[src/rtl/maze_pkg.sv]
// Shared maze definitions: grid size, direction and player-state encodings, wall indexing.
package maze_pkg;

    localparam int unsigned COLS    = 10;
    localparam int unsigned ROWS    = 15;
    localparam int unsigned COORD_W = 4;
    localparam int unsigned MOVES_W = 10;

    // Row strides of the flattened wall vectors
    localparam int unsigned H_STRIDE = COLS;
    localparam int unsigned V_STRIDE = COLS + 1;

    typedef enum logic [1:0] {
        DIR_N = 2'd0,
        DIR_E = 2'd1,
        DIR_S = 2'd2,
        DIR_W = 2'd3
    } dir_e;

    typedef enum logic [1:0] {
        ST_WAIT_GEN = 2'd0,
        ST_IDLE     = 2'd1,
        ST_COOL     = 2'd2,
        ST_WON      = 2'd3
    } state_e;

endpackage

[src/rtl/maze_wall_lookup.sv]
// Combinational passability check for one step from (x,y) in direction dir.
module maze_wall_lookup
    import maze_pkg::*;
#(
    parameter int unsigned COLS = maze_pkg::COLS,
    parameter int unsigned ROWS = maze_pkg::ROWS,
    localparam int unsigned H_W  = COLS * ROWS + COLS,
    localparam int unsigned V_W  = (COLS + 1) * ROWS,
    localparam int unsigned HI_W = $clog2(H_W),
    localparam int unsigned VI_W = $clog2(V_W)
) (
    input  logic [COORD_W-1:0] x_i,
    input  logic [COORD_W-1:0] y_i,
    input  dir_e               dir_i,
    input  logic [H_W-1:0]     h_walls_i,
    input  logic [V_W-1:0]     v_walls_i,
    output logic               passable_c
);

    logic wall_n;
    logic wall_s;
    logic wall_w;
    logic wall_e;

    // Grid edges are decided from coordinates alone; outer wall bits are never trusted
    always_comb begin
        int unsigned xu;
        int unsigned yu;
        xu = 32'(x_i);
        yu = 32'(y_i);
        wall_n = h_walls_i[HI_W'(yu * COLS + xu)];
        wall_s = h_walls_i[HI_W'((yu + 1) * COLS + xu)];
        wall_w = v_walls_i[VI_W'(yu * (COLS + 1) + xu)];
        wall_e = v_walls_i[VI_W'(yu * (COLS + 1) + xu + 1)];
        passable_c = 1'b0;
        case (dir_i)
            DIR_N: passable_c = (y_i != '0) && !wall_n;
            DIR_E: passable_c = (x_i != COORD_W'(COLS - 1)) && !wall_e;
            DIR_S: passable_c = (y_i != COORD_W'(ROWS - 1)) && !wall_s;
            DIR_W: passable_c = (x_i != '0) && !wall_w;
            default: passable_c = 1'b0;
        endcase
    end

endmodule

[src/rtl/maze_player.sv]
// Player controller: waits for a generated maze, accepts moves, enforces cooldown and detects the exit.
module maze_player
    import maze_pkg::*;
#(
    parameter int unsigned COLS     = maze_pkg::COLS,
    parameter int unsigned ROWS     = maze_pkg::ROWS,
    parameter int unsigned COOLDOWN = 4,
    localparam int unsigned H_W   = COLS * ROWS + COLS,
    localparam int unsigned V_W   = (COLS + 1) * ROWS,
    localparam int unsigned CNT_W = (COOLDOWN == 0) ? 1 : $clog2(COOLDOWN + 1)
) (
    input  logic               clk,
    input  logic               rst,
    input  logic [H_W-1:0]     h_walls,
    input  logic [V_W-1:0]     v_walls,
    input  logic               maze_busy,
    input  logic               move_valid,
    input  logic [1:0]         move_dir,
    output logic               move_ready,
    output logic [COORD_W-1:0] player_x,
    output logic [COORD_W-1:0] player_y,
    output logic [MOVES_W-1:0] moves,
    output logic               blocked,
    output logic               won
);

    state_e             state_q, state_d;
    logic               armed_q, armed_d;
    logic [COORD_W-1:0] x_q, x_d;
    logic [COORD_W-1:0] y_q, y_d;
    logic [MOVES_W-1:0] moves_q, moves_d;
    logic               blocked_q, blocked_d;
    logic               ready_q, ready_d;
    logic               won_q, won_d;
    logic [CNT_W-1:0]   cnt_q, cnt_d;
    logic [COORD_W-1:0] tgt_x, tgt_y;
    logic               passable;

    maze_wall_lookup #(
        .COLS (COLS),
        .ROWS (ROWS)
    ) u_lookup (
        .x_i        (x_q),
        .y_i        (y_q),
        .dir_i      (dir_e'(move_dir)),
        .h_walls_i  (h_walls),
        .v_walls_i  (v_walls),
        .passable_c (passable)
    );

    always_ff @(posedge clk) begin
        if (rst) begin
            state_q   <= ST_WAIT_GEN;
            armed_q   <= 1'b0;
            x_q       <= '0;
            y_q       <= '0;
            moves_q   <= '0;
            blocked_q <= 1'b0;
            ready_q   <= 1'b0;
            won_q     <= 1'b0;
            cnt_q     <= '0;
        end else begin
            state_q   <= state_d;
            armed_q   <= armed_d;
            x_q       <= x_d;
            y_q       <= y_d;
            moves_q   <= moves_d;
            blocked_q <= blocked_d;
            ready_q   <= ready_d;
            won_q     <= won_d;
            cnt_q     <= cnt_d;
        end
    end

    always_comb begin
        state_d   = state_q;
        armed_d   = armed_q;
        x_d       = x_q;
        y_d       = y_q;
        moves_d   = moves_q;
        blocked_d = 1'b0;
        cnt_d     = cnt_q;
        tgt_x     = x_q;
        tgt_y     = y_q;

        case (dir_e'(move_dir))
            DIR_N: tgt_y = y_q - COORD_W'(1);
            DIR_E: tgt_x = x_q + COORD_W'(1);
            DIR_S: tgt_y = y_q + COORD_W'(1);
            DIR_W: tgt_x = x_q - COORD_W'(1);
            default: ;
        endcase

        case (state_q)
            ST_WAIT_GEN: begin
                if (maze_busy) begin
                    armed_d = 1'b1;
                end else if (armed_q) begin
                    armed_d = 1'b0;
                    state_d = ST_IDLE;
                end
            end
            ST_IDLE: begin
                if (move_valid) begin
                    cnt_d = CNT_W'(COOLDOWN);
                    if (passable) begin
                        x_d = tgt_x;
                        y_d = tgt_y;
                        if (moves_q != '1) moves_d = moves_q + MOVES_W'(1);
                    end else begin
                        blocked_d = 1'b1;
                    end
                    if (passable && tgt_x == COORD_W'(COLS - 1) && tgt_y == COORD_W'(ROWS - 1))
                        state_d = ST_WON;
                    else if (COOLDOWN != 0)
                        state_d = ST_COOL;
                end
            end
            ST_COOL: begin
                cnt_d = cnt_q - CNT_W'(1);
                if (cnt_q <= CNT_W'(1)) state_d = ST_IDLE;
            end
            ST_WON: ;
            default: state_d = ST_WAIT_GEN;
        endcase

        // Regeneration wins over any move accepted on the same edge
        if (maze_busy && state_q != ST_WAIT_GEN) begin
            state_d   = ST_WAIT_GEN;
            armed_d   = 1'b1;
            x_d       = '0;
            y_d       = '0;
            moves_d   = '0;
            blocked_d = 1'b0;
            cnt_d     = '0;
        end

        ready_d = (state_d == ST_IDLE);
        won_d   = (state_d == ST_WON);
    end

    assign move_ready = ready_q;
    assign player_x   = x_q;
    assign player_y   = y_q;
    assign moves      = moves_q;
    assign blocked    = blocked_q;
    assign won        = won_q;

endmodule

[config.mk]
export PLATFORM = sky130hd
export DESIGN_NAME = maze_player
export DESIGN_NICKNAME = d
export VERILOG_FILES = /design/src/rtl/maze_pkg.sv /design/src/rtl/maze_wall_lookup.sv /design/src/rtl/maze_player.sv
export SDC_FILE = /design/constraint.sdc
export NUM_CORES = 1
export LEC_CHECK = 0
export ABC_AREA = 1
export CAP_MARGIN = 25
export CORE_AREA = 2 2 135 137
export CTS_BUF_LIST = sky130_fd_sc_hd__clkbuf_16
export DETAILED_ROUTE_END_ITERATION = 8
export DIE_AREA = 0 0 137 139
export DONT_BUFFER_PORTS = 1
export GPL_ROUTABILITY_DRIVEN = 1
export PLACE_DENSITY_LB_ADDON = 0.2
export SLEW_MARGIN = 10
export SYNTH_ARGS = -nofsm -noshare
export SYNTH_HDL_FRONTEND = slang
export SYNTH_SLANG_ARGS = --single-unit
[constraint.sdc]
create_clock -name clk -period 10.7 [get_ports clk]
set_clock_uncertainty 0.2 [all_clocks]
set_input_delay 0 -clock clk [delete_from_list [all_inputs] [get_ports clk]]
set_output_delay 0 -clock clk [all_outputs]
set_load 0.005 [all_outputs]
==> flow_metrics.env, run 1 <==
export IMPL_status="finished clean"
export IMPL_synthMuxAreaShare_pct=0.116
export IMPL_finalCoreUtilization_pct=49.6
export IMPL_routed_wl_um=32800
export IMPL_drtPass1Iterations=6
export IMPL_finalSetupViolCount=0
export IMPL_min_period_ns=5.74
export IMPL_max_cap_viol_count=0
export IMPL_crit_type="reg2reg"
export IMPL_grt_max_degree=117
export IMPL_die_x_um=137
export IMPL_via_count=11100
export IMPL_slew_limit_headroom_pct=32.9
export IMPL_nNetsFinal=1977
export IMPL_coreArea_um2=17700
export IMPL_layout_drive_gt1_share_pct=2.32
export IMPL_finalWorstSetupSlack_ns=4.96
export IMPL_insertion_delay_ns=0.26
export IMPL_p_leak_nw=4.06
export IMPL_synth_compound_area_share_pct=14.3
export IMPL_hp_start="move_dir[0]"
export IMPL_crit_fanout=14
export IMPL_die_h_um=139
export IMPL_setup_tns_ns=0
export IMPL_worstPathRequired_ns=10.65
export IMPL_end_kind="flip-flop"
export IMPL_worstPathArrival_ns=5.69
export IMPL_ys_seq_area_share_pct=6.25
export IMPL_synthCells=1682
export IMPL_r2r_start="player_y[0]"
export IMPL_hold_violations=0
export IMPL_layout_commonest_cell="nand2_1"
export IMPL_grt_usage_pct=31.7
export IMPL_portBuffers=0
export IMPL_clkSinkCount=27
export IMPL_numCtsBuffers=3
export IMPL_design_area_um2=8750
export IMPL_area_delta_synth_final_pct=1.17
export IMPL_drt_iter0_drc=1022
export IMPL_place_worst_setup_slack_ns=4.10
export IMPL_cts_tree="yes"
export IMPL_netlist_area_um2=8650
export IMPL_hp_class="in2reg"
export IMPL_avgSynthCellArea_um2=5.14
export IMPL_ant_nets=0
export IMPL_final_max_slew_viol_count=0
export IMPL_synth_xor_area_share_pct=2.63
export IMPL_routed_via_density=6.10
export IMPL_drc=0
export IMPL_syn_num_nets=2061
export IMPL_antenna_found_initial=1
export IMPL_root_buffer="clkbuf_16"
export IMPL_ioPinCount=352
export IMPL_synthSimpleGateAreaFrac_pct=55.4
export IMPL_place_area_um2=8540
export IMPL_fill_cells=1993
export IMPL_dp_hpwl_um=25200
export IMPL_period_share_pct=53.6
export IMPL_final_cell_mix="nand2_1 (517), nand3_1 (503), inv_1 (160), o211ai_1 (67), o21ai_0 (66)"
export IMPL_yosysWarnings=0
export IMPL_cts_clk_slew_worst_paths_ns=0.06
export IMPL_grt_ovfl_total=0
export IMPL_grt_pass1_vias=9442
export IMPL_max_freq_mhz=174
export IMPL_drt_wirelength_per_cell_um=17.9
export IMPL_cts_path_max_buffers=2
export IMPL_post_cts_buffers=0
export IMPL_grt_pass1_wl_um=49400
export IMPL_rsz0062_at_grt="no"
export IMPL_power_density_nw_per_um2=53.4
export IMPL_crit_start="player_y[0]"
export IMPL_hold_ws_ns=0.0333
export IMPL_worst_setup_path_start_kind="flip-flop"
export IMPL_cts_max_level=1
export IMPL_initial_core_util_pct=49.0
export IMPL_synth_seq_cells=27
export IMPL_place_congestion=1.01
export IMPL_synth_fa_ha_area_share_pct=7.72
export IMPL_synth_top_family_by_area="simple AND/OR/NAND/NOR gates"
export IMPL_yosys_cell_types_count=36
export IMPL_rows=49
export IMPL_worst_pin_slew_ns=1.01
export IMPL_die_area_um2=19000
export IMPL_vdd_drop_max_v=0.0000496
-- metrics by stage --
step / cells / total power [W]
floorplan: 1682 / 0.000319
global placement: 1811 / 0.000371
detailed placement: 1812 / 0.000374
CTS: 1824 / 0.000460
global route: 1826 / 0.000506
finish: 1827 / 0.000467
-- power breakdown --
group	switching (W)	total, W	internal (W)
registers	0.00000283	0.000105	0.000102
logic	0.000181	0.000278	0.0000975
clock network	0.0000337	0.0000838	0.0000501
total	0.000217	0.000467	0.000250
-- area by class of cell --
cell class | instances | area [um^2] | share of cell area, %
Antenna cell | 1 | 2.50 | 0.0286
Clock buffer | 3 | 75.1 | 0.858
Clock inverter | 1 | 3.75 | 0.0429
Inverter | 170 | 639 | 7.30
Multi-Input combinational cell | 1371 | 6960 | 79.5
Sequential cell | 27 | 542 | 6.19
Tap cell | 229 | 287 | 3.27
Timing Repair Buffer | 25 | 248 | 2.83
-- metal layers --
metal | up-vias | global-route usage, % | wire length [um]
met5 | - | 0 | 0
met4 | 0 | 10.5 | 1200
met3 | 79 | 7.79 | 3610
met2 | 604 | 48.7 | 14600
met1 | 4988 | 43.3 | 13400
li1 | 5470 | - | -
-- path summary, 6_finish.rpt --
check | to | slack, ns | cells after the start
worst max-delay path | won | 4.96 | 26
worst min-delay path | player_x[2] | 0.03 | 3
worst max register to register | won | 4.96 | 26
worst min register to register | cnt_q[0] | 0.26 | 1
-- cell usage after synthesis --
cell      count  share of area [%]
a211oi_1      4               0.35
buf_2        40                2.3
buf_6         2               0.26
buf_1        11               0.48
or2_0         1              0.072
clkbuf_1     50                2.2
xnor2_1      12                1.2
nor2_1       37                1.6
buf_4        11               0.95
and2_0        1              0.072
o21ai_1       6               0.35
dfxtp_1      27                6.2
a31oi_1       2               0.14
ha_1         39                5.6
nand4_1       5               0.36
o41ai_1       1               0.10
nor3_2        1               0.12
nand2_2       3               0.22
a21oi_1      64                3.7
o22ai_1       1              0.072
and2_1        3               0.22
nand2_1     517                 22
xor2_1       14                1.4
nand4_2       1               0.14
fa_1          9                2.1
inv_2         7               0.30
clkinv_1      4               0.17
nand3_4       1               0.20
nor3_1        6               0.35
nand3_1     503                 29
nor4_1        1              0.072
inv_1       159                6.9
o211ai_1     67                5.8
mux2i_1       1               0.12
nand3b_1      5               0.43
o21ai_0      66                3.8
-- critical path: stages (launching register included) --
cell and delay, ns:
dfxtp_1 0.64, inv_1 0.23, ha_1 0.42, ha_1 0.31
ha_2 0.21, fa_1 0.85, buf_8 0.24, nand3_1 0.13
inv_1 0.09, nand2_1 0.05, nand2_1 0.40, inv_2 0.22
nand3_1 0.12, nand2_1 0.06, nand2_1 0.06, nand2_1 0.06
nand2_1 0.06, nand4_1 0.07, nand2_1 0.07, inv_1 0.04
nand2_1 0.12, nand4_2 0.15, nand3_1 0.10, nand2_1 0.05
nand2_1 0.07, a21oi_1 0.07, dlygate4sd3_1 0.56
-- logic make-up after synthesis --
kind of cell	after synthesis
muxes	1
AOI/OAI and AO/OA	211
buffers and inverters	284
DFF	27
xor gates and xnor gates	26
and+or+nand+nor	1085
adders and majority gates	48
-- state kept, by name, summed over array words and instances (netlist names) --
signal and cells:
moves 10, player_x 4, player_y 4, cnt_q 3, state_q 2, armed_q 1
blocked 1, move_ready 1, won 1
-- timing repair --
action                     in CTS  in global routing
setup endpoints to repair       0                  0
hold endpoints to repair       17                  0
hold buffers                    8                  0
gates resized for setup         0                  0
Power figures use the tool's default switching activity.
==> inputs of run 2 (changes only) <==
ABC_AREA = 0   (was 1)
CORE_AREA = 2 2 136 138   (was 2 2 135 137)
DIE_AREA = 0 0 138 140   (was 0 0 137 139)
clock period = 4.8 ns   (was 10.7 ns; I/O delays follow)
==> run 2 against run 1 <==
Net effect:
- critical endpoint is now moves[2]
- die area up 1.5%
- largest power group unchanged
- worst hold slack lost 0.046 ns
- the flow now finishes with violations (hold timing)
- sequential cell count unchanged
==> flow_metrics.env, run 2 <==
export IMPL_status="complete, but fails checks"
export IMPL_violations="hold timing"
export IMPL_swShare_pct=31.4
export IMPL_max_cap_viol_count=0
export IMPL_finalCoreUtilization_pct=54.8
export IMPL_rsz0062_at_grt="yes"
export IMPL_cts_path_max_buffers=2
export IMPL_root_buffer="clkbuf_16"
export IMPL_synth_top_cell_area_share_pct=47.1
export IMPL_die_h_um=140
export IMPL_avgSynthCellArea_um2=11.1
export IMPL_place_area_um2=9030
export IMPL_synthCells=744
export IMPL_hold_violations=1
export IMPL_cts_tree="yes"
export IMPL_rows=49
export IMPL_coreArea_um2=17800
export IMPL_ys_seq_area_share_pct=6.53
export IMPL_regArea_um2=553
export IMPL_drc=0
export IMPL_synthArstFlopShare_pct=0
export IMPL_place_congestion=0.940
export IMPL_place_worst_setup_slack_ns=-0.211
export IMPL_worstPathArrival_ns=4.62
export IMPL_hold_ws_ns=-0.0125
export IMPL_drt_iter0_drc=506
export IMPL_p_clk_share_pct=22.9
export IMPL_finalWorstSetupSlack_ns=0.113
export IMPL_synth_seq_cells=27
export IMPL_hp_class="in2reg"
export IMPL_p_comb_share_pct=51.1
export IMPL_vdd_drop_max_v=0.000121
export IMPL_final_max_slew_viol_count=0
export IMPL_grt_max_degree=87
export IMPL_insertion_delay_ns=0.27
export IMPL_synth_edf_count=0
export IMPL_cts_clk_slew_worst_paths_ns=0.07
export IMPL_yosysTopAreaCell="mux4_2"
export IMPL_synth_ff_type="dfxtp_1"
export IMPL_power_switching_w=0.000276
export IMPL_antenna_found_initial=3
export IMPL_numCtsBuffers=3
export IMPL_design_area_um2=9740
export IMPL_hp_start="move_dir[0]"
export IMPL_nNetsFinal=1167
export IMPL_synth_most_common_cell="mux4_2"
export IMPL_grt_ovfl_total=0
export IMPL_worst_pin_slew_ns=0.833
export IMPL_netlist_area_um2=8270
export IMPL_crit_fanout=6
export IMPL_cts_max_level=1
export IMPL_routed_wl_um=28300
export IMPL_r2r_start="player_y[1]"
export IMPL_drt_wirelength_per_cell_um=27.7
export IMPL_worst_setup_path_start_kind="flip-flop"
export IMPL_largest_reg_flops=10
export IMPL_yosysWarnings=0
export IMPL_ys_top_cells_by_area="mux4_2 (47%), dfxtp_1 (6.5%), mux2i_1 (6.1%)"
export IMPL_clkSinkCount=27
export IMPL_ioPinCount=352
export IMPL_grt_pass1_wl_um=42600
export IMPL_setup_tns_ns=0
export IMPL_fill_cells=1500
export IMPL_area_delta_synth_final_pct=17.8
export IMPL_initial_core_util_pct=46.5
export IMPL_power_density_nw_per_um2=90.4
export IMPL_portBuffers=0
export IMPL_yosys_cell_types_count=70
export IMPL_syn_num_nets=1123
export IMPL_finalSetupViolCount=0
export IMPL_routed_via_density=7.24
export IMPL_crit_type="reg2reg"
export IMPL_end_kind="flip-flop"
export IMPL_via_count=7400
export IMPL_ant_nets=0
export IMPL_die_x_um=138
export IMPL_p_int_w=0.000605
export IMPL_layout_drive_gt1_share_pct=42.7
export IMPL_drtPass1Iterations=4
export IMPL_yosys_top_cells_count="mux4_2 (173), nand2_1 (51), mux2i_1 (50)"
export IMPL_period_share_pct=97.7
export IMPL_multi_input_area_um2=7740
export IMPL_grt_pass1_vias=7786
export IMPL_slew_limit_headroom_pct=44.0
export IMPL_final_cell_mix="mux4_2 (173), buf_4 (72), nand2_1 (50), mux2i_1 (49), ha_1 (32)"
export IMPL_seqPwrFrac_pct=26.0
export IMPL_crit_start="player_y[1]"
export IMPL_worstPathRequired_ns=4.73
export IMPL_grt_usage_pct=27.3
export IMPL_dp_hpwl_um=22700
export IMPL_die_area_um2=19300
export IMPL_layout_commonest_cell="mux4_2"
export IMPL_p_leak_nw=3.30
export IMPL_min_period_ns=4.69
export IMPL_max_freq_mhz=213
-- run 2: critical path, stage by stage, from the launching register on --
cell and delay [ns]:
dfxtp_4 0.37, ha_1 0.29, inv_1 0.05, fa_1 0.50, inv_1 0.07, fa_2 0.55, buf_12 0.14, buf_6 0.14
buf_4 0.14, mux4_2 0.18, mux2i_1 0.07, mux4_2 0.50, a2111o_1 0.44, o311ai_2 0.14, a2bb2oi_4 0.29, buf_6 0.16
a211oi_2 0.09, a21oi_1 0.18, nor3_1 0.06
-- run 2: repair_timing --
item,in CTS,in global routing
cloned,2,2
buffers inserted,4,12
endpoints found under the setup margin,17,21
pin swaps,7,20
endpoints found under the hold margin,21,0
gates resized for setup,11,44
hold buffers,6,0
-- run 2: kinds of logic (layout without fill, tap and decap cells) --
logic type,Yosys count,count (layout),share of synthesized area (%)
other,0,6,0
muxes,229,229,54.0
adders and majority gates,48,48,8.08
AOI/OAI and AO/OA,131,133,11.1
buffers and inverters,87,128,4.78
xor gates and xnor gates,31,31,3.46
and+or+nand+nor,191,191,12.1
DFF,27,27,6.53
-- run 2: through the flow --
stage          cells  power (W)
2_1_floorplan    744   0.000559
3_3_place_gp     986   0.000637
3_5_place_dp     986   0.000644
4_1_cts         1002   0.000858
5_1_grt         1016   0.000923
6_report        1022   0.000881
-- run 2: worst paths after layout --
kind | depth (start not counted) | endpoint | slack (ns)
max reg2reg | 18 | moves[2] | 0.11
min reg2reg | 2 | cnt_q[1] | 0.33
max | 18 | moves[2] | 0.11
min | 6 | state_q[0] | -0.01
-- run 2: routing by layer --
| layer | wire length, um | global-route usage, % |
|---|---|---|
| met1 | 10000 | 33.3 |
| met2 | 14600 | 48.6 |
| met3 | 2980 | 7.56 |
| met4 | 689 | 5.75 |
| met5 | 13 | 0 |
-- run 2: power groups by stage --
stage / Combinational [W] / Clock, W / Sequential, W
6_report: 0.000450 / 0.000201 / 0.000230
5_1_grt: 0.000482 / 0.000212 / 0.000230
4_1_cts: 0.000427 / 0.000201 / 0.000230
2_1_floorplan: 0.000325 / 0 / 0.000234
3_5_place_dp: 0.000409 / 0 / 0.000235
3_3_place_gp: 0.000402 / 0 / 0.000235
-- run 2: layout make-up --
| type | instances | share of cell area [%] |
|---|---|---|
| Timing Repair Buffer | 98 | 9.95 |
| Antenna cell | 6 | 0.154 |
| Multi-Input combinational cell | 632 | 79.4 |
| Tap cell | 229 | 2.94 |
| Clock buffer | 3 | 0.770 |
| Sequential cell | 27 | 5.68 |
| Inverter | 26 | 1.00 |
| Clock inverter | 1 | 0.0770 |
